<file path="src/rtl/pipe_stage_skid.sv">
// Elastic pipeline-stage register with valid/ready handshake and an optional 2-entry skid buffer.
// Flush clears only the control bundle unless CLR_DATA is set; out_ctrl is zero whenever out_valid is low.
module pipe_stage_skid #(
    parameter int N        = 24,
    parameter int NLANES   = 3,
    parameter int CW       = 20,
    parameter int TW       = 12,
    parameter int SKID     = 1,
    parameter int CLR_DATA = 0
) (
    input  logic                  clk,
    input  logic                  rst,
    input  logic                  flush,
    input  logic                  in_valid,
    output logic                  in_ready,
    input  logic [CW-1:0]         in_ctrl,
    input  logic [NLANES*N-1:0]   in_data,
    input  logic [TW-1:0]         in_tag,
    output logic                  out_valid,
    input  logic                  out_ready,
    output logic [CW-1:0]         out_ctrl,
    output logic [NLANES*N-1:0]   out_data,
    output logic [TW-1:0]         out_tag,
    output logic [1:0]            occupancy
);

    localparam int DW       = NLANES * N;
    localparam bit HAS_SKID = (SKID != 32'sd0);
    localparam bit CLR_DAT  = (CLR_DATA != 32'sd0);

    typedef enum logic [1:0] {
        ST_EMPTY = 2'd0,
        ST_ONE   = 2'd1,
        ST_FULL  = 2'd2
    } state_t;

    state_t          state_r, state_s;
    logic            valid_r, valid_s;
    logic            rdy_r, rdy_s;
    logic [1:0]      occ_r, occ_s;
    logic            beat_in_s, beat_out_s;

    logic [CW-1:0]   main_ctrl_r, main_ctrl_s;
    logic [DW-1:0]   main_data_r, main_data_s;
    logic [TW-1:0]   main_tag_r, main_tag_s;
    logic [CW-1:0]   skid_ctrl_r, skid_ctrl_s;
    logic [DW-1:0]   skid_data_r, skid_data_s;
    logic [TW-1:0]   skid_tag_r, skid_tag_s;

    // With a skid entry in_ready is a flop; without one it must look through to out_ready.
    assign in_ready   = HAS_SKID ? rdy_r : (~valid_r | out_ready);
    assign beat_in_s  = in_valid & in_ready;
    assign beat_out_s = valid_r & out_ready;

    assign out_valid  = valid_r;
    assign out_ctrl   = main_ctrl_r;
    assign out_data   = main_data_r;
    assign out_tag    = main_tag_r;
    assign occupancy  = occ_r;

    // Next-state and entry update; flush overrides every handshake.
    always_comb begin
        state_s     = state_r;
        main_ctrl_s = main_ctrl_r;
        main_data_s = main_data_r;
        main_tag_s  = main_tag_r;
        skid_ctrl_s = skid_ctrl_r;
        skid_data_s = skid_data_r;
        skid_tag_s  = skid_tag_r;

        if (flush) begin
            state_s     = ST_EMPTY;
            main_ctrl_s = '0;
            skid_ctrl_s = '0;
            if (CLR_DAT) begin
                main_data_s = '0;
                main_tag_s  = '0;
                skid_data_s = '0;
                skid_tag_s  = '0;
            end else begin
                main_data_s = main_data_r;
                skid_data_s = skid_data_r;
            end
        end else begin
            case (state_r)
                ST_EMPTY: begin
                    if (beat_in_s) begin
                        state_s     = ST_ONE;
                        main_ctrl_s = in_ctrl;
                        main_data_s = in_data;
                        main_tag_s  = in_tag;
                    end else begin
                        state_s = ST_EMPTY;
                    end
                end
                ST_ONE: begin
                    if (beat_in_s && beat_out_s) begin
                        main_ctrl_s = in_ctrl;
                        main_data_s = in_data;
                        main_tag_s  = in_tag;
                    end else if (beat_in_s) begin
                        if (HAS_SKID) begin
                            state_s     = ST_FULL;
                            skid_ctrl_s = in_ctrl;
                            skid_data_s = in_data;
                            skid_tag_s  = in_tag;
                        end else begin
                            // Unreachable without skid: accept implies downstream took the head.
                            main_ctrl_s = in_ctrl;
                            main_data_s = in_data;
                            main_tag_s  = in_tag;
                        end
                    end else if (beat_out_s) begin
                        state_s     = ST_EMPTY;
                        main_ctrl_s = '0;
                    end else begin
                        state_s = ST_ONE;
                    end
                end
                ST_FULL: begin
                    if (beat_out_s) begin
                        state_s     = ST_ONE;
                        main_ctrl_s = skid_ctrl_r;
                        main_data_s = skid_data_r;
                        main_tag_s  = skid_tag_r;
                        skid_ctrl_s = '0;
                    end else begin
                        state_s = ST_FULL;
                    end
                end
                default: begin
                    state_s     = ST_EMPTY;
                    main_ctrl_s = '0;
                    skid_ctrl_s = '0;
                end
            endcase
        end
    end

    // Status flags decoded from the next state so they are registered alongside it.
    always_comb begin
        valid_s = 1'b0;
        rdy_s   = 1'b1;
        occ_s   = 2'd0;
        case (state_s)
            ST_EMPTY: begin
                valid_s = 1'b0;
                rdy_s   = 1'b1;
                occ_s   = 2'd0;
            end
            ST_ONE: begin
                valid_s = 1'b1;
                rdy_s   = 1'b1;
                occ_s   = 2'd1;
            end
            ST_FULL: begin
                valid_s = 1'b1;
                rdy_s   = 1'b0;
                occ_s   = 2'd2;
            end
            default: begin
                valid_s = 1'b0;
                rdy_s   = 1'b1;
                occ_s   = 2'd0;
            end
        endcase
    end

    // State, status and entry registers.
    always_ff @(posedge clk or posedge rst) begin
        if (rst) begin
            state_r     <= ST_EMPTY;
            valid_r     <= 1'b0;
            rdy_r       <= 1'b1;
            occ_r       <= 2'd0;
            main_ctrl_r <= '0;
            main_data_r <= '0;
            main_tag_r  <= '0;
            skid_ctrl_r <= '0;
            skid_data_r <= '0;
            skid_tag_r  <= '0;
        end else begin
            state_r     <= state_s;
            valid_r     <= valid_s;
            rdy_r       <= rdy_s;
            occ_r       <= occ_s;
            main_ctrl_r <= main_ctrl_s;
            main_data_r <= main_data_s;
            main_tag_r  <= main_tag_s;
            skid_ctrl_r <= skid_ctrl_s;
            skid_data_r <= skid_data_s;
            skid_tag_r  <= skid_tag_s;
        end
    end

endmodule

</file>
<file path="config.mk">
export PLATFORM = sky130hd
export DESIGN_NAME = pipe_stage_skid
export DESIGN_NICKNAME = d
export VERILOG_FILES = /design/src/rtl/pipe_stage_skid.sv
export SDC_FILE = /design/constraint.sdc
export NUM_CORES = 1
export LEC_CHECK = 0
export BUFFER_PORTS_ARGS = -buffer_cell sky130_fd_sc_hd__buf_2
export CORE_AREA = 2 2 138 140
export CTS_CLUSTER_DIAMETER = 200
export DETAILED_ROUTE_END_ITERATION = 8
export DIE_AREA = 0 0 140 142
export PLACE_DENSITY = 0.83
export SLEW_MARGIN = 20
export SYNTH_ARGS = -nofsm -noshare
export SYNTH_HDL_FRONTEND = slang
export SYNTH_SLANG_ARGS = --single-unit
</file>
<file path="constraint.sdc">
create_clock -name clk -period 9.6 [get_ports clk]
set_clock_uncertainty 0.05 [all_clocks]
set_input_delay 1.92 -clock clk [delete_from_list [all_inputs] [get_ports clk]]
set_output_delay 1.92 -clock clk [all_outputs]
set_load 0.02 [all_outputs]
</file>
==> results of run 1 <==
## worst register-to-register path: stages (launching register included)
cell	delay [ps]
dfstp_2	550
and4bb_1	740
a32o_4	530
buf_4	710
mux2_2	480
## flip-flops by register name (all words and copies together), names as in the netlist
signal and count:
occupancy 2, out_ctrl 20, out_tag 12, skid_tag_r 12, state_r 2, in_ready 1
skid_data_r 72, skid_ctrl_r 20, out_valid 1, out_data 72
## kinds of logic after synthesis
kind of cell	Yosys count	share of synthesized area (%)
adder cells (fa/ha/maj)	3	0.380
flip-flops	214	54.2
multiplexers	293	33.4
AO/OA/AOI/OAI	69	4.94
AND/OR/NAND/NOR	73	3.83
buffers and inverters	59	3.14
XOR/XNOR	1	0.0887
## layout make-up
cell class	instances	area (um^2)	share of cell area [%]
Sequential cell	214	5360	45.4
Multi-Input combinational cell	439	4240	35.9
Timing Repair Buffer	225	1150	9.76
Clock buffer	34	668	5.66
Tap cell	234	293	2.48
Clock inverter	7	71.3	0.604
Inverter	4	22.5	0.191
Antenna cell	1	2.50	0.0212
## cell usage in the layout (no fill, tap or decap), types with 2 or more instances in the layout
cell / synthesis / routed
dfrtp_1: 213 / 213
a31oi_1: 20 / 20
clkbuf_8: 0 / 3
clkinv_2: 0 / 5
ha_1: 3 / 3
buf_2: 23 / 216
clkbuf_16: 0 / 24
o21ai_0: 21 / 21
clkbuf_1: 23 / 7
nor2b_1: 21 / 21
a21oi_1: 3 / 2
nand3_1: 21 / 21
inv_1: 4 / 3
nor2_1: 2 / 2
nand2_1: 23 / 22
mux2_2: 292 / 292
buf_4: 2 / 8
a32o_1: 21 / 20
## routing by layer
metal / share of wire [%] / track usage [%] / up-vias
met2: 50 / 35.9 / 191
li1: - / - / 3002
met5: 0 / 0 / -
met4: 2.5 / 6.86 / 0
met3: 6.2 / 4.24 / 40
met1: 42 / 27.1 / 3284
## power by group
group / internal (mW) / switching (mW) / total, mW
clock network: 0.509 / 0.351 / 0.860
logic: 0.524 / 0.585 / 1.11
registers: 1.28 / 0.189 / 1.47
total: 2.31 / 1.12 / 3.44
## path summary, 6_finish.rpt
kind / startpoint / end / slack, ps / depth (start not counted)
worst min-delay path: skid_data_r[13] / skid_data_r[13] / 450 / 1
min in group asynchronous: rst / out_data[62] / 1570 / 2
worst min register to register: skid_data_r[13] / skid_data_r[13] / 450 / 1
max in group asynchronous: rst / skid_data_r[47] / 6700 / 3
worst max-delay path: flush / out_data[67] / 5160 / 5
worst max register to register: in_ready / out_data[67] / 6430 / 4
## per-stage QoR
stage | instance area, um^2 | setup WS, ps | util [%] | power, mW
finish | 11800 | 5160 | 64.0 | 3.44
global route | 11800 | 5000 | 64.0 | 3.62
CTS | 11800 | 5180 | 63.9 | 3.47
detailed placement | 11100 | 4640 | 59.9 | 2.59
global placement | 11100 | 4650 | 59.9 | 2.54
floorplan | 9880 | 1780 | - | 2.23
==> flow_summary.json, run 1 <==
{
  "status": "complete, but fails checks",
  "violations": "design-rule violations",
  "nFillCells": 1369,
  "start_kind": "primary input",
  "start_util_pct": 53.5,
  "cts-root-buf": "clkbuf_16",
  "drive_above_1_share_pct": 60.5,
  "stdcell_count": 1158,
  "yosysMostFrequentCell": "mux2_2",
  "irDropWorstVdd_mv": 0.165,
  "htreeDepth": 1,
  "max_stage_delay_ps": 870,
  "synthTopCellsByCount": "mux2_2, dfrtp_1, buf_2, clkbuf_1, nand2_1",
  "tightestPinTransition_ps": 1060,
  "gp_congestion": 0.820,
  "fin_crit_sh_pct": 46.3,
  "timing.setup.tns_ps": 0,
  "drc": 13,
  "crit_buf_inv": 2,
  "fmax_ghz": 0.225,
  "finalSetupViolCount": 0,
  "cts.sinks": 214,
  "hold_path.class": "flip-flop to flip-flop",
  "path_class": "primary input to flip-flop",
  "synth_top_area_share_pct": 54.0,
  "synth-seq-cells": 214,
  "syn_area_um2": 9880,
  "yosys.cell_types.count": 29,
  "synthArstFlopShare_pct": 100,
  "dieArea_um2": 19900,
  "yosysSeqAreaShare_pct": 54.2,
  "post_cts_buffers": 0,
  "synth_edf_count": 0,
  "rows": 50,
  "cts_inserted_buffers": 24,
  "grt_pass1_wl_um": 34100,
  "area_growth_pct": 19.5,
  "hold_viol": 0,
  "rsz0062_at_grt": "false",
  "vias": 6517,
  "wirelength_um": 21000,
  "dp.cells": 1116,
  "slew_headroom_pct": 29.5,
  "yosys_most_used_dff": "dfrtp_1",
  "ant_nets": 0,
  "hold_buffers": 0,
  "path_cells": "buf_2 -> and4bb_1 -> a32o_4 -> buf_4 -> mux2_2",
  "grt_util_all_layers_pct": 21.0,
  "cp.arrival_ps": 4780,
  "yosysTopAreaCell": "dfrtp_1",
  "drv_slew": 0,
  "cp_top_family": "buffers and inverters",
  "cts_tree": "built",
  "worst_setup_path_end_kind": "flip-flop",
  "syn_inst": 712,
  "fp.coreArea_um2": 18500,
  "io_pins": 217,
  "grt_pass1_vias": 6730,
  "finalNetCount": 1020,
  "ctsResizeCount": 0,
  "cap_viol_max_count": 0,
  "hold_slack_ps": 448,
  "cp_slowest_cell": "and4bb_1",
  "drtIter0Drc": 247,
  "fin_crit_ps": 4440,
  "first_pass_iters": 6,
  "syn_nets": 824,
  "grt_max_degree": 134,
  "wl_per_cell_um": 18.2,
  "chipHeight_um": 142,
  "crit_fanout": 57,
  "synthTopCellsByArea": "dfrtp_1, mux2_2, a32o_1",
  "clock_latency_ps": 510,
  "p_leak_nw": 5.44,
  "die_x_um": 140,
  "cts_buffer_depth": 3,
  "clk_pin_slew_ps": 60,
  "yosysWarnings": 0,
  "routed_via_density": 5.63,
  "dp_hpwl_um": 13300,
  "p_per_area_nw_per_um2": 291,
  "antenna_found_initial": 1,
  "portBuffers": 216,
  "grt_overflow": 0,
  "avgSynthCellArea_um2": 13.9,
  "required_ps": 9940
}
Power figures use the tool's default switching activity.
==> run 2: changes to the inputs <==
- clock period: 9.6 -> 4.3 ns (I/O delays scaled with it)
==> flow_summary.json, run 2 (synthesis gave the netlist of run 1 again) <==
{
  "p_per_area_nw_per_um2": 662,
  "rrSetupSlack_ps": 1570,
  "first_pass_iters": 7,
  "nFillCells": 1372,
  "fp.coreArea_um2": 18500,
  "wl_per_cell_um": 18.6,
  "required_ps": 4640,
  "r2r-start": "in_ready",
  "hold_viol": 0,
  "grt_util_all_layers_pct": 21.3,
  "layout_commonest_cell": "mux2_2",
  "cp.arrival_ps": 3260,
  "fin_ws_ps": 1390,
  "portBuffers": 216,
  "antenna_found_initial": 3,
  "rsz0062_at_grt": "false",
  "finalNetCount": 1025,
  "cts_tree": "built",
  "clk_pin_slew_ps": 60,
  "grt_pass1_wl_um": 34300,
  "drive_above_1_share_pct": 61.2,
  "fin_crit_ps": 2910,
  "slew_headroom_pct": 30.7,
  "post_cts_buffers": 0,
  "finalSetupViolCount": 0,
  "fmax_ghz": 0.343,
  "ant_nets": 0,
  "reg2regPathDepth": 4,
  "cap_viol_max_count": 0,
  "mostFrequentLayoutCells": "mux2_2, buf_2, dfrtp_1",
  "start_kind": "primary input",
  "final_util_pct": 64.7,
  "htreeDepth": 1,
  "multiInputGateArea_um2": 4240,
  "grt_overflow": 0,
  "grt_max_degree": 115,
  "routed_via_density": 5.58,
  "area_growth_pct": 21.0,
  "cp-startpoint": "flush",
  "fin_total_pwr_mw": 7.90,
  "crit_fanout": 26,
  "pre_cts_ws_ps": 888,
  "grt_pass1_vias": 6742,
  "fin_area_um2": 11900,
  "clock_latency_ps": 510,
  "ctsResizeCount": 0,
  "vias": 6495,
  "fin_crit_sh_pct": 67.8,
  "cp_slowest_cell": "and4bb_1",
  "max_stage_delay_ps": 930,
  "io_pins": 217,
  "irDropWorstVdd_mv": 0.406,
  "cts.sinks": 214,
  "dp_hpwl_um": 14100,
  "chipHeight_um": 142,
  "gp_congestion": 0.833,
  "tightestPinTransition_ps": 1040,
  "rows": 50,
  "path_cells": "buf_2 -> and4bb_1 -> a32o_4 -> buf_4 -> mux2_2",
  "worst_setup_path_end_kind": "flip-flop",
  "timing.setup.tns_ps": 0,
  "hold_buffers": 0,
  "dp.cells": 1122,
  "hold_path.class": "primary input to asynchronous set/reset pin",
  "ff_latch_area_um2": 5360,
  "cts-root-buf": "clkbuf_16",
  "drv_slew": 0,
  "p_leak_nw": 5.50,
  "start_util_pct": 53.5,
  "cts_inserted_buffers": 23,
  "wirelength_um": 21700,
  "drtIter0Drc": 344,
  "path_class": "primary input to flip-flop",
  "die_x_um": 140,
  "reg2reg_to": "out_data[60]",
  "dieArea_um2": 19900,
  "hold_slack_ps": 324,
  "post_dp_cell_area_um2": 11100,
  "cts_buffer_depth": 3,
  "drc": 13,
  "violations": "design-rule violations",
  "status": "complete, but fails checks",
  "stdcell_count": 1164
}
run 2: changes by cell type in the layout (fill, tap and decap cells not counted), sizes merged:
cell,change
clkinvlp,+2
clkbuf,-7
diode,+2
clkinv,-1
buf,+6
bufinv,+4
run 2: how the worst max path moves through the flow:
stage,endpoint,depth (start not counted)
floorplan,occupancy[0],1
CTS,out_data[60],5
finish,out_data[60],5
global route,out_data[60],5
global placement,out_data[35],5
detailed placement,out_data[54],5
run 2: layout make-up:
type | instances | area share [%]
clock inverter | 12 | 1.70
clock buffer | 27 | 5.11
tap | 234 | 2.45
timing repair buffer | 231 | 10.2
multi-input combinational | 439 | 35.5
inverter | 4 | 0.157
antenna | 3 | 0.0628
sequential | 214 | 44.8
run 2: worst max-delay path, delay by kind of cell:
family	cells	cell delay, ps
AND/OR/NAND/NOR	1	930
buffers and inverters	2	570
AO/OA/AOI/OAI	1	510
multiplexers	1	360
run 2: power breakdown:
group / internal, mW / switching (mW)
Sequential: 2.86 / 0.431
Combinational: 1.18 / 1.32
Clock: 1.32 / 0.802
run 2: metal layers:
layer  share of wire (%)  vias to the layer above  GRT usage [%]  wire [um]
li1                    -                     2999              -          -
met2                  50                      203           37.3      10900
met3                 5.9                       50           4.24       1290
met1                  40                     3243           26.2       8720
met5                   0                        -              0          0
met4                 3.4                        0           8.45        745
